[config.mk]
export PLATFORM = sky130hd
export DESIGN_NAME = mul_pair_feeder
export DESIGN_NICKNAME = d
export VERILOG_FILES = /design/src/rtl/mul_lp_pkg.sv /design/src/rtl/op_fifo.sv /design/src/rtl/mul_pair_feeder.sv
export SDC_FILE = /design/constraint.sdc
export NUM_CORES = 1
export LEC_CHECK = 0
export ABC_CLOCK_PERIOD_IN_PS = 2300
export CAP_MARGIN = 0
export CORE_ASPECT_RATIO = 0.75
export CORE_UTILIZATION = 30
export DETAILED_ROUTE_END_ITERATION = 6
export GPL_ROUTABILITY_DRIVEN = 0
export MAX_ROUTING_LAYER = met4
export PLACE_DENSITY = 0.56
export SYNTH_ARGS = -nofsm -noshare
export SYNTH_HDL_FRONTEND = slang
export SYNTH_SLANG_ARGS = --single-unit
[constraint.sdc]
create_clock -name clk -period 2.3 [get_ports clk]
set_input_delay 0.345 -clock clk [delete_from_list [all_inputs] [get_ports clk]]
set_output_delay 0.345 -clock clk [all_outputs]
set_load 0.01 [all_outputs]
[src/rtl/mul_lp_pkg.sv]
// mul_lp_pkg: shared definitions for the paired-multiplier operand feeder.
//   state_t  : sequencer state encoding (IDLE / FIRST / SECOND)
//   DEF_OP_W : default operand width
//   PAIR_LEN : operands per downstream multiply pair
package mul_lp_pkg;

  typedef enum logic [1:0] {
    IDLE   = 2'd0,
    FIRST  = 2'd1,
    SECOND = 2'd2
  } state_t;

  localparam int DEF_OP_W = 4;
  localparam int PAIR_LEN = 2;

endpackage

[src/rtl/op_fifo.sv]
// op_fifo: DEPTH-entry operand-pair store with occupancy count.
// Ports:
//   clk, rstn   clock, async active-low reset (clears pointers and count)
//   push, din   write din at the write pointer
//   pop         advance the read pointer
//   dout        entry at the read pointer (combinational)
//   count       current occupancy, 0..DEPTH
// Storage contents are not reset; emptiness is tracked by count alone.
module op_fifo #(
  parameter  int DEPTH = 4,
  parameter  int W     = 8,
  localparam int AW    = $clog2(DEPTH),
  localparam int CW    = AW + 1
) (
  input  logic          clk,
  input  logic          rstn,
  input  logic          push,
  input  logic [W-1:0]  din,
  input  logic          pop,
  output logic [W-1:0]  dout,
  output logic [CW-1:0] count
);

  logic [W-1:0]  mem [DEPTH];
  logic [AW-1:0] wr_ptr;
  logic [AW-1:0] rd_ptr;

  always_ff @(posedge clk) begin
    if (push) mem[wr_ptr] <= din;
  end

  // DEPTH is a power of two, so pointer wrap is plain binary overflow.
  always_ff @(posedge clk or negedge rstn) begin
    if (!rstn) begin
      wr_ptr <= '0;
      rd_ptr <= '0;
      count  <= '0;
    end else begin
      if (push) wr_ptr <= wr_ptr + AW'(1);
      if (pop)  rd_ptr <= rd_ptr + AW'(1);
      count <= count + CW'(push) - CW'(pop);
    end
  end

  assign dout = mem[rd_ptr];

endmodule

[src/rtl/mul_pair_feeder.sv]
// mul_pair_feeder: buffers operand pairs and presents them to a downstream
// paired multiplier two at a time, so en only ever rises in even-length bursts.
//
// state  | meaning
// IDLE   | nothing presented; waits for two entries (or a pending flush)
// FIRST  | first operand of a pair on mul1/mul2, en high
// SECOND | second operand of a pair on mul1/mul2, en high
//
// Ports:
//   clk, rstn         clock, async active-low reset
//   in_valid, in_ready, in_a, in_b   operand-pair input handshake
//   hold              block starting new pairs (an in-flight pair completes)
//   flush             pulse: drain a lone leftover entry when idle
//   en, mul1, mul2    registered downstream operand interface
//   busy              anything in flight, buffered or pending
//
// Build option: MUL_PAIR_ZERO_PAD_EN -- a flushed lone entry is issued as
// FIRST and padded with a zero SECOND; otherwise it is silently discarded.
module mul_pair_feeder
  import mul_lp_pkg::*;
#(
  parameter  int DEPTH = 4,
  parameter  int OP_W  = DEF_OP_W,
  localparam int CW    = $clog2(DEPTH) + 1
) (
  input  logic            clk,
  input  logic            rstn,
  input  logic            in_valid,
  output logic            in_ready,
  input  logic [OP_W-1:0] in_a,
  input  logic [OP_W-1:0] in_b,
  input  logic            hold,
  input  logic            flush,
  output logic            en,
  output logic [OP_W-1:0] mul1,
  output logic [OP_W-1:0] mul2,
  output logic            busy
);

  state_t            state, state_nxt;
  logic [CW-1:0]     count;
  logic [2*OP_W-1:0] fifo_dout;
  logic              push, pop;
  logic              load, load_zero;
  logic              pad, pad_nxt;
  logic              flush_pend, fp_clr;
  logic              start_ok;

  // No same-cycle pop credit: a full FIFO refuses even while popping.
  assign in_ready = rstn & (count < CW'(DEPTH));
  assign push     = in_valid & in_ready;

  op_fifo #(
    .DEPTH (DEPTH),
    .W     (2*OP_W)
  ) u_fifo (
    .clk   (clk),
    .rstn  (rstn),
    .push  (push),
    .din   ({in_a, in_b}),
    .pop   (pop),
    .dout  (fifo_dout),
    .count (count)
  );

  // Pre-edge count only: a pair never starts unless both halves are already stored.
  assign start_ok = (count >= CW'(PAIR_LEN)) & ~hold;

  always_comb begin
    state_nxt = state;
    pop       = 1'b0;
    load      = 1'b0;
    load_zero = 1'b0;
    pad_nxt   = pad;
    fp_clr    = 1'b0;
    case (state)
      IDLE: begin
        if (start_ok) begin
          state_nxt = FIRST;
          pop       = 1'b1;
          load      = 1'b1;
        end else if (flush_pend) begin
          if (count == '0) begin
            fp_clr = 1'b1;
          end else if (count == CW'(1)) begin
`ifdef MUL_PAIR_ZERO_PAD_EN
            if (!hold) begin
              state_nxt = FIRST;
              pop       = 1'b1;
              load      = 1'b1;
              pad_nxt   = 1'b1;
              fp_clr    = 1'b1;
            end
`else
            pop    = 1'b1;
            fp_clr = 1'b1;
`endif
          end
        end
      end
      FIRST: begin
        state_nxt = SECOND;
        pad_nxt   = 1'b0;
        if (pad) begin
          load_zero = 1'b1;
        end else begin
          pop  = 1'b1;
          load = 1'b1;
        end
      end
      SECOND: begin
        if (start_ok) begin
          state_nxt = FIRST;
          pop       = 1'b1;
          load      = 1'b1;
        end else begin
          state_nxt = IDLE;
        end
      end
      default: state_nxt = IDLE;
    endcase
  end

  always_ff @(posedge clk or negedge rstn) begin
    if (!rstn) begin
      state      <= IDLE;
      en         <= 1'b0;
      mul1       <= '0;
      mul2       <= '0;
      pad        <= 1'b0;
      flush_pend <= 1'b0;
    end else begin
      state <= state_nxt;
      en    <= (state_nxt != IDLE);
      pad   <= pad_nxt;
      // A flush arriving while one is pending is absorbed by the OR.
      flush_pend <= fp_clr ? 1'b0 : (flush_pend | flush);
      if (load) begin
        {mul1, mul2} <= fifo_dout;
      end else if (load_zero) begin
        mul1 <= '0;
        mul2 <= '0;
      end
    end
  end

  assign busy = (state != IDLE) | (count != '0) | flush_pend;

endmodule

==> results.cfg <==
[yosys]
synthAdderAreaFrac_pct = 5.61
synth_mux_area_share_pct = 14.7
synthFlopType = edfxtp_1
synth_nets = 136
async_flop_share_pct = 37.3
synth.avg_cell_area_um2 = 18.8
synth_edf_count = 32
netlist_area_um2 = 2140
netlist_instances = 114
synth_top_family_by_area = multiplexers
synth_cell_types = 29
ys_seq_area_share_pct = 67.1
synth_xor_area_share_pct = 1.99
synth_compound_area_share_pct = 2.45
ys_ff_latch = 51
synth_simple_gate_area_share_pct = 5.08
ys_warn_count = 0

[sta]
worst_slew_pin_slew_ns = 0.593
hold_violations = 0
timing.slew.headroom_pct = 60.5
fin_crit_ns = 2.20
timing.fmax_mhz = 455
clock-skew-final_ns = 0.00655
setup_ws_ns = 0.102
setup_viol = 0
slew_violations = 0
min_period_over_period_pct = 95.6
rsz0062_at_grt = no

[critical_path]
endpoint_kind = output pin
start_kind = flip-flop
worst-path-max-fanout = 3
crit_type = reg2out
r2r_start = u_fifo.count[2]
worst-r2r-setup-slack_ns = 0.10
r2r_end = u_fifo.count[1]
required_ns = 1.96
arrival_ns = 1.85
rr_worst_depth = 9

[drt]
first_iter_violations = 27
viasPerCell = 4.16
dr.pass1.iters = 3
vias = 1023
drtAntennaViolNets = 0
routedWlPerCell_um = 14.5
routed_wl_um = 3570
drc = 0

[layout]
final_cell_mix = edfxtp_1, clkdlybuf4s50_1, dfrtp_1
nets = 169
multiInputGateArea_um2 = 657
final_area_um2 = 2610
syn2layout_area_growth_pct = 21.9
final_common_cell = edfxtp_1
num-fill-cells = 638
fin_cells = 246
seq_area_um2 = 1440
antenna_cells = 0
drive_gt1_share_pct = 27.0

[global_route]
grt_overflow = 0
grt_max_degree = 20
use_met1_pct = 14.6
grt_use_met2_pct = 17.1
grt_antenna_before_repair = 0
grt_usage_pct = 11.5
grt_pass1_vias = 1101
use_met3_pct = 5.01
grt_pass1_wl_um = 5890
busiest_layer = met2

[flow_run]
cap_violations = 0

[clock_network]
root_buffer = clkbuf_8
hold_buffers = 0
postCtsSetupBuffers = 0
cts_max_level = 2
cts_sinks = 51
clk_path_buf_depth = 2
cts_made_buffers = 5
path_clk_slew_ns = 0.09
insertion_delay_ns = 0.30
cts_tree = yes

[die]
die_w_um = 99.5
fp.dieH_um = 75.2
start_util_pct = 31.2
ios = 24
core_area_um2 = 6860
rows = 26
die_area_um2 = 7480

[pwr]
powerDensity_nw_per_um2 = 1190
leakage_uw = 0.000977
peakVddDrop_uv = 378

[place]
dp_hpwl_um = 2440
portBuffers = 23
pre_cts_ws_ns = -0.121
dp.cells = 238
place_area_um2 = 2500

[min_path]
hold_class = in2async

[outcome]
status = complete, no violations
## layer usage
layer | vias to the layer above | part of all wire, %
met3 | 2 | 4.5
li1 | 484 | -
met1 | 521 | 49
met4 | 0 | 0.70
met2 | 16 | 46
met5 | - | 0
## sequential cells by signal, summed over array words and instances (netlist names)
name,cells
u_fifo.mem,32
mul1,4
mul2,4
u_fifo.count,3
state,2
u_fifo.rd_ptr,2
u_fifo.wr_ptr,2
en,1
flush_pend,1
## worst max-delay path by stage
stage / startpoint / endpoint / cells after the start / slack (ns)
6_report: u_fifo.count[1] / busy / 3 / 0.10
5_1_grt: u_fifo.count[2] / u_fifo.count[2] / 10 / 0.01
4_1_cts: u_fifo.count[2] / u_fifo.count[2] / 10 / 0.03
3_5_place_dp: hold / u_fifo.count[2] / 9 / -0.12
3_3_place_gp: hold / u_fifo.count[2] / 9 / -0.08
2_1_floorplan: u_fifo.count[1] / u_fifo.count[2] / 9 / 0.10
## synthesized netlist by cell type (2+ instances only)
cell       n  area share (%)
mux2_4     9             6.3
ha_1       8             4.7
nand2_1    2            0.35
a21oi_1    2            0.47
inv_1      8             1.4
edfxtp_1  32              45
and3_1     4             1.2
dfrtp_1   19              22
xnor2_1    2            0.82
nor2_1     2            0.35
mux4_2     8             8.4
## critical path, stage by stage, from the launching register on
cell and delay, ns:
dfrtp_1 0.40, or3_1 0.45, or4_1 0.41, dlygate4sd2_1 0.30
## logic make-up (layout without fill, tap and decap cells)
family          Yosys count  count (layout)
compound gates            5               5
buf+inv                  11              45
simple gates             17              17
fa+ha+maj                 9               9
flops                    51              51
xor+xnor                  4               4
mux                      17              17
## power by group
part | switching [uW] | leakage, uW | total, uW | internal (uW)
Combinational | 473 | 0.000424 | 1210 | 742
Clock | 291 | 0.0000418 | 504 | 213
Sequential | 199 | 0.000512 | 1390 | 1190
## final cells by class
cell class	instances	area share (%)
clock inverter	3	0.767
multi-input combinational	52	25.2
sequential	51	55.1
timing repair buffer	29	10.5
inverter	8	1.15
clock buffer	5	2.64
tap	98	4.70
## repair_timing
action | in CTS | in global routing
endpoints found under the setup margin | 1 | 2
resized for setup | 1 | 4
endpoints found under the hold margin | 0 | 0
## per-stage QoR
step,total power [uW],utilization (%),hold WS (ns),TNS (ns)
2_1_floorplan,2220,-,0.0494,0
3_3_place_gp,2570,36.5,0.444,-0.0840
3_5_place_dp,2600,36.5,0.448,-0.167
4_1_cts,3110,37.8,0.426,0
5_1_grt,3330,38.0,0.445,0
6_report,3110,38.0,0.423,0
Note: power is estimated with default switching activity, not from simulation.
